`src/rtl/calendar_date_counter.sv`:
```
// Calendar register for the MSF clock: day/month/year/day-of-week with midnight
// tick advance, leap-year aware month lengths and range-checked date loads.
module calendar_date_counter #(
  parameter int YEAR_W    = 7,
  parameter int YEAR_BASE = 2000,
  parameter int LEAP_MODE = 2,
  parameter int RESET_DOW = 6
) (
  input  logic              clk_i,
  input  logic              rst_ni,
  input  logic              tick_i,
  input  logic              load_i,
  input  logic [4:0]        load_day_i,
  input  logic [3:0]        load_month_i,
  input  logic [YEAR_W-1:0] load_year_i,
  input  logic [2:0]        load_dow_i,
  output logic [4:0]        day_o,
  output logic [3:0]        month_o,
  output logic [YEAR_W-1:0] year_o,
  output logic [2:0]        dow_o,
  output logic [4:0]        dim_o,
  output logic              leap_o,
  output logic              valid_o,
  output logic              load_err_o,
  output logic              year_wrap_o
);

  // Leap test works on the full calendar year so century rules see the real value.
  function automatic logic f_is_leap(input logic [YEAR_W-1:0] year);
    logic [31:0] y;
    logic        leap;
    y    = 32'(YEAR_BASE) + 32'(year);
    leap = 1'b0;
    case (LEAP_MODE)
      1:       leap = (y % 32'd4 == 32'd0);
      2:       leap = ((y % 32'd4 == 32'd0) && (y % 32'd100 != 32'd0)) ||
                      (y % 32'd400 == 32'd0);
      default: leap = 1'b0;
    endcase
    return leap;
  endfunction

  function automatic logic [4:0] f_dim(input logic [3:0] month, input logic leap);
    logic [4:0] dim;
    case (month)
      4'd2:                    dim = leap ? 5'd29 : 5'd28;
      4'd4, 4'd6, 4'd9, 4'd11: dim = 5'd30;
      default:                 dim = 5'd31;
    endcase
    return dim;
  endfunction

  logic [4:0]        r_day;
  logic [3:0]        r_month;
  logic [YEAR_W-1:0] r_year;
  logic [2:0]        r_dow;
  logic              r_valid;
  logic              r_load_err;
  logic              r_year_wrap;

  logic              w_leap;
  logic [4:0]        w_dim;
  logic              w_load_leap;
  logic [4:0]        w_load_dim;
  logic              w_load_ok;

  assign w_leap      = f_is_leap(r_year);
  assign w_dim       = f_dim(r_month, w_leap);
  assign w_load_leap = f_is_leap(load_year_i);
  assign w_load_dim  = f_dim(load_month_i, w_load_leap);
  assign w_load_ok   = (load_month_i >= 4'd1) && (load_month_i <= 4'd12) &&
                       (load_day_i >= 5'd1) && (load_day_i <= w_load_dim) &&
                       (load_dow_i <= 3'd6);

  // An accepted load wins over a same-cycle tick; a rejected load lets the tick through.
  always_ff @(posedge clk_i or negedge rst_ni) begin
    if (!rst_ni) begin
      r_day       <= 5'd1;
      r_month     <= 4'd1;
      r_year      <= '0;
      r_dow       <= 3'(RESET_DOW);
      r_valid     <= 1'b0;
      r_load_err  <= 1'b0;
      r_year_wrap <= 1'b0;
    end else begin
      r_load_err  <= load_i && !w_load_ok;
      r_year_wrap <= 1'b0;
      if (load_i && w_load_ok) begin
        r_day   <= load_day_i;
        r_month <= load_month_i;
        r_year  <= load_year_i;
        r_dow   <= load_dow_i;
        r_valid <= 1'b1;
      end else if (tick_i) begin
        r_dow <= (r_dow == 3'd6) ? 3'd0 : r_dow + 3'd1;
        if (r_day < w_dim) begin
          r_day <= r_day + 5'd1;
        end else begin
          r_day <= 5'd1;
          if (r_month < 4'd12) begin
            r_month <= r_month + 4'd1;
          end else begin
            r_month     <= 4'd1;
            r_year      <= r_year + 1'b1;
            r_year_wrap <= (r_year == '1);
          end
        end
      end
    end
  end

  assign day_o       = r_day;
  assign month_o     = r_month;
  assign year_o      = r_year;
  assign dow_o       = r_dow;
  assign dim_o       = w_dim;
  assign leap_o      = w_leap;
  assign valid_o     = r_valid;
  assign load_err_o  = r_load_err;
  assign year_wrap_o = r_year_wrap;

endmodule

```
`config.mk`:
```
export PLATFORM = sky130hd
export DESIGN_NAME = calendar_date_counter
export DESIGN_NICKNAME = d
export VERILOG_FILES = /design/src/rtl/calendar_date_counter.sv
export SDC_FILE = /design/constraint.sdc
export NUM_CORES = 1
export LEC_CHECK = 0
export ABC_AREA = 1
export ABC_CLOCK_PERIOD_IN_PS = 15100
export CAP_MARGIN = 25
export CORE_MARGIN = 4
export CORE_UTILIZATION = 58
export CTS_CLUSTER_SIZE = 12
export DETAILED_ROUTE_END_ITERATION = 8
export PLACE_DENSITY = 0.93
export SETUP_SLACK_MARGIN = 0.3
export SKIP_CTS_REPAIR_TIMING = 1
export SLEW_MARGIN = 30
export SYNTH_ARGS = -nofsm -noshare
export SYNTH_HDL_FRONTEND = slang
export SYNTH_SLANG_ARGS = --single-unit
```
`constraint.sdc`:
```
create_clock -name clk_i -period 15.1 [get_ports clk_i]
set_input_delay 1.51 -clock clk_i [delete_from_list [all_inputs] [get_ports clk_i]]
set_output_delay 1.51 -clock clk_i [all_outputs]
set_load 0.1 [all_outputs]
```
==> flow_metrics.env, run 1 <==
export IMPL_status="completed"
export IMPL_cts_buffers=3
export IMPL_path_max_fanout=21
export IMPL_fin_crit_sh=0.6007
export IMPL_numPortBuffers=47
export IMPL_clkLatencyLatePin_ns=0.27
export IMPL_ys_top_cells_by_area="nand2_1, dfrtp_1, nand3_1, inv_1, ha_1"
export IMPL_dieArea_um2=8798
export IMPL_fillCellCount=621
export IMPL_drtIter0Drc=221
export IMPL_path_buf_inv=8
export IMPL_die_w_um=93.80
export IMPL_start_kind="primary input"
export IMPL_ys_warn_count=0
export IMPL_synth_area_per_cell_um2=5.913
export IMPL_hp_class="reg -> reg"
export IMPL_rrSetupSlack_ns=8.61
export IMPL_wire_per_inst_um=12.38
export IMPL_dp_slack_ns=5.902
export IMPL_die_h_um=93.80
export IMPL_clk_root_buffer_cell="clkbuf_8"
export IMPL_arrival_ns=9.22
export IMPL_drc=0
export IMPL_cp_slowest_stage_delay_ns=0.73
export IMPL_globalplace_congestion=0.9654
export IMPL_worstMarginPinSlew_ns=0.9941
export IMPL_rows=31
export IMPL_ios=51
export IMPL_grt_max_degree=23
export IMPL_synthCells=722
export IMPL_fin_tns_setup_ns=0
export IMPL_synth_seq_cells=22
export IMPL_maxSlewHeadroom=0.3352
export IMPL_insertedDiodeCount=0
export IMPL_syn_to_final_growth_pct=13.16
export IMPL_worstHoldStart="valid_o"
export IMPL_grt_setup_unrepaired="false"
export IMPL_ant_nets=0
export IMPL_endpoint="day_o[1]"
export IMPL_drive_gt1_frac=0.1115
export IMPL_final_cell_mix="nand2_1, inv_1, nand3_1"
export IMPL_crit_top_cell="nand2_1"
export IMPL_ys_seq_area_frac=0.1301
export IMPL_layout_cells_non_filler=861
export IMPL_clk_path_buf_depth=2
export IMPL_synth_largest_area_cell="nand2_1"
export IMPL_worstSetupPathDepth=51
export IMPL_met1_usage=0.3033
export IMPL_grt_met2_usage=0.4418
export IMPL_grt_use_met3=0.04006
export IMPL_core_area_um2=7214
export IMPL_final_common_cell="nand2_1"
export IMPL_synthesis_area_um2=4269
export IMPL_ctsHtreeMaxLevel=1
export IMPL_drv_cap=0
export IMPL_required_ns=15.25
export IMPL_synth_distinct_cells=52
export IMPL_start_util=0.5917
export IMPL_grt_use_total=0.2526
export IMPL_cts_tree="done"
export IMPL_nNetsFinal=811
export IMPL_crit_family="simple AND/OR/NAND/NOR gates"
export IMPL_dpl_hpwl_um=8608
export IMPL_wirelength_um=10660
export IMPL_grt_pass1_wl_um=18930
export IMPL_reg2reg_depth=43
export IMPL_grt_pass1_vias=4584
export IMPL_r2r_end="year_o[4]"
export IMPL_cp_slowest_cell="nand2_1"
export IMPL_layout_min_cycle_time_ns=9.070
export IMPL_via_per_inst=5.582
export IMPL_fin_ws_ns=6.030
export IMPL_end_kind="flop"
export IMPL_setup_viol=0
export IMPL_final_util=0.6696
export IMPL_crit_type="in -> reg"
export IMPL_grt_antenna_before_repair=0
export IMPL_top_usage_layer="met2"
export IMPL_hold_viol_final=0
export IMPL_dr_total_vias=4806
export IMPL_clock_skew_ns=0.004637
export IMPL_drv_slew=0
export IMPL_firstDrtPassIters=6
export IMPL_grt_overflow_total=0
export IMPL_clk_pin_slew_ns=0.08
export IMPL_r2r_start="year_o[4]"
export IMPL_placedCellCount=857
export IMPL_fmax_mhz=110.3
export IMPL_worstSetupStartpoint="load_year_i[4]"
export IMPL_clock_sinks=22
export IMPL_synth_top_area_share=0.2066
metal layers:
metal / routed length [um] / up-vias / part of all wire
li1: - / 2435 / -
met1: 4680 / 2175 / 0.44
met2: 5123 / 160 / 0.48
met3: 604 / 36 / 0.057
met4: 251 / 0 / 0.024
met5: 0 / - / 0
cells in the mapped netlist (all sizes together):
library cell	n
dfstp	4
ha	25
nand3b	9
or2	1
nand4	31
clkinv	1
xnor2	6
o22ai	2
o31a	1
nand2	271
nor3	7
a21boi	1
and3	1
a22oi	2
o21bai	4
o211ai	1
a31oi	1
xor2	16
dfrtp	18
a22o	1
and2	3
clkbuf	4
o21a	1
nor4	1
a21oi	15
conb	1
nor2	63
buf	9
o221ai	3
o2111ai	1
a211oi	1
a31o	1
o21ai	31
nand3	93
inv	91
a2111oi	1
sequential cells by signal, indices dropped and copies added, names as in the netlist:
name,count
day_o,5
dow_o,3
load_err_o,1
month_o,4
valid_o,1
year_o,7
year_wrap_o,1
layout make-up:
| class | count | area [um2] | share of cell area |
|---|---|---|---|
| sequential | 22 | 555.5 | 0.1150 |
| inverter | 92 | 350.3 | 0.07252 |
| tap | 99 | 123.9 | 0.02564 |
| clock buffer | 4 | 55.05 | 0.01140 |
| multi-input combinational | 597 | 3281 | 0.6791 |
| timing repair buffer | 47 | 465.4 | 0.09635 |
worst min-delay path by stage:
stage / endpoint / slack [ns] / cells after the start
2_1_floorplan: day_o[0] / 0.71 / 2
3_3_place_gp: valid_o / 0.46 / 1
3_5_place_dp: valid_o / 0.47 / 1
4_1_cts: valid_o / 0.49 / 1
5_1_grt: valid_o / 0.50 / 1
6_report: valid_o / 0.49 / 1
cells by family (layout without fill, tap and decap cells):
kind of cell / count (synthesis) / count (layout) / share of synthesized area
AOI/OAI and AO/OA: 67 / 67 / 0.09584
xor gates and xnor gates: 22 / 22 / 0.04513
adders and majority gates: 25 / 25 / 0.07327
buffers and inverters: 105 / 143 / 0.1032
DFF: 22 / 22 / 0.1301
other: 1 / 3 / 0.0008784
and+or+nand+nor: 480 / 480 / 0.5516
metrics by stage:
step | hold slack (ns) | instance area (um2)
after floorplan | 0.7102 | 4277
after global placement | 0.4551 | 4781
after detailed placement | 0.4684 | 4776
after CTS | 0.4883 | 4831
after global routing | 0.4996 | 4831
final | 0.4877 | 4831
Power of run 1 is left out: the tool's default activity adds up to more than one toggle a clock period on the data nets, which glitch-free logic cannot reach.
==> run 2: changes to the inputs <==
--- a/config.mk
+++ b/config.mk
@@ -6,7 +6,7 @@
 export NUM_CORES = 1
 export LEC_CHECK = 0
 export ABC_AREA = 1
-export ABC_CLOCK_PERIOD_IN_PS = 15100
+export ABC_CLOCK_PERIOD_IN_PS = 9000
 export CAP_MARGIN = 25
 export CORE_MARGIN = 4
 export CORE_UTILIZATION = 58
==> constraint.sdc (replaced) <==
create_clock -name clk_i -period 9 [get_ports clk_i]
set_input_delay 0.9 -clock clk_i [delete_from_list [all_inputs] [get_ports clk_i]]
set_output_delay 0.9 -clock clk_i [all_outputs]
set_load 0.1 [all_outputs]
==> run 2 against run 1 <==
Compared with the run above: register-to-register slack got worse by 6.1 ns; flip-flop and latch count unchanged; final cell count increased by 0.93%; global-route usage down 0.56 points; die area did not move; clock-buffer cell count decreased by 1; clock skew rose by 0.0061 ns; via count grew 1.5%; final area grew 2.1%; routed wire length rose by 3.3%; worst hold slack got worse by 0.0054 ns; largest cell class unchanged; highest routed layer unchanged.
==> flow_metrics.env, run 2 (synthesis gave the netlist of run 1 again) <==
export IMPL_hp_class="reg -> reg"
export IMPL_insertedDiodeCount=0
export IMPL_path_max_fanout=14
export IMPL_grt_pass1_wl_um=18560
export IMPL_clk_path_buf_depth=2
export IMPL_dieArea_um2=8798
export IMPL_drc=0
export IMPL_fin_crit_sh=0.8905
export IMPL_syn_to_final_growth_pct=15.56
export IMPL_grt_setup_unrepaired="false"
export IMPL_hold_viol_final=0
export IMPL_wire_per_inst_um=12.68
export IMPL_via_per_inst=5.614
export IMPL_grt_max_degree=23
export IMPL_grt_overflow_total=0
export IMPL_cts_tree="done"
export IMPL_die_h_um=93.80
export IMPL_clk_pin_slew_ns=0.09
export IMPL_required_ns=8.10
export IMPL_fin_tns_setup_ns=0
export IMPL_crit_type="reg -> out"
export IMPL_path_buf_inv=4
export IMPL_worstHoldStart="valid_o"
export IMPL_grt_use_total=0.2470
export IMPL_setup_viol=0
export IMPL_worstMarginPinSlew_ns=1.001
export IMPL_arrival_ns=7.11
export IMPL_clock_sinks=22
export IMPL_r2r_start="year_o[4]"
export IMPL_cp_slowest_stage_delay_ns=0.96
export IMPL_status="completed"
export IMPL_grt_antenna_before_repair=0
export IMPL_clk_root_buffer_cell="clkbuf_8"
export IMPL_numPortBuffers=47
export IMPL_drv_slew=0
export IMPL_clock_skew_ns=0.01069
export IMPL_fillCellCount=609
export IMPL_cts_buffers=3
export IMPL_cp_slowest_cell="clkdlybuf4s50_1"
export IMPL_worstSetupStartpoint="year_o[4]"
export IMPL_dr_total_vias=4879
export IMPL_wirelength_um=11020
export IMPL_drive_gt1_frac=0.1260
export IMPL_ant_nets=0
export IMPL_crit_top_cell="nand2_1"
export IMPL_grt_pass1_vias=4459
export IMPL_nNetsFinal=819
export IMPL_fmax_mhz=124.8
export IMPL_die_w_um=93.80
export IMPL_start_kind="flop"
export IMPL_clkLatencyLatePin_ns=0.27
export IMPL_end_kind="primary output"
export IMPL_largest_reg_flops=7
export IMPL_crit_family="simple AND/OR/NAND/NOR gates"
export IMPL_ctsHtreeMaxLevel=1
export IMPL_rows=31
export IMPL_final_cell_mix="nand2_1, inv_1, nand3_1"
export IMPL_core_area_um2=7214
export IMPL_ios=51
export IMPL_multi_input_area_um2=3303
export IMPL_globalplace_congestion=0.9306
export IMPL_dpl_hpwl_um=8761
export IMPL_drv_cap=0
export IMPL_layout_min_cycle_time_ns=8.015
export IMPL_maxSlewHeadroom=0.3308
export IMPL_final_common_cell="nand2_1"
export IMPL_final_seq_area_um2=555.5
export IMPL_start_util=0.5917
export IMPL_drtIter0Drc=291
export IMPL_firstDrtPassIters=5
run 2: cell types whose count changed in the layout (fill, tap and decap cells not counted), sizes merged:
cell      before  now
bufinv         0    1
buf            1    9
inv           91   90
clkbuf         4    3
clkinvlp       0    1
run 2: metrics by stage:
stage	cells	utilization	setup WS, ns	hold WS, ns	instance area (um2)
detailed placement	859	0.6641	0.6066	0.4660	4791
finish	869	0.6838	0.9852	0.4823	4933
global route	869	0.6838	0.2563	0.5071	4933
global placement	859	0.6648	1.067	0.4550	4796
CTS	863	0.6740	0.8911	0.4870	4862
floorplan	724	-	2.264	0.6044	4277
run 2: layout make-up:
type,instances,area share
Inverter,92,0.07177
Clock inverter,1,0.006087
Timing Repair Buffer,55,0.1065
Multi-Input combinational cell,597,0.6695
Tap cell,99,0.02511
Clock buffer,3,0.008369
Sequential cell,22,0.1126
run 2: metal layers:
layer	wire length [um]	global-route usage	up-vias
met1	4787	0.3079	2211
met4	150	0.06739	0
met2	5512	0.4559	187
met5	0	0	-
li1	-	-	2461
met3	564	0.01522	20
run 2: worst paths after layout:
path | to | slack (ns) | depth (start not counted)
hold / removal | valid_o | 0.48 | 1
hold reg to reg | valid_o | 0.48 | 1
setup reg to reg | year_o[5] | 2.53 | 41
max in group asynchronous | month_o[0] | 8.04 | 1
min in group asynchronous | load_err_o | 0.59 | 1
setup / recovery | dim_o[0] | 0.99 | 37
run 2: worst register-to-register path, delay by kind of cell, from the launching register on:
family,cells,cell delay [ns]
and+or+nand+nor,33,4.02
buffers and inverters,3,0.50
DFF,1,0.62
adders and majority gates,3,0.74
AOI/OAI and AO/OA,2,0.49
Power of run 2 is left out for the same reason.
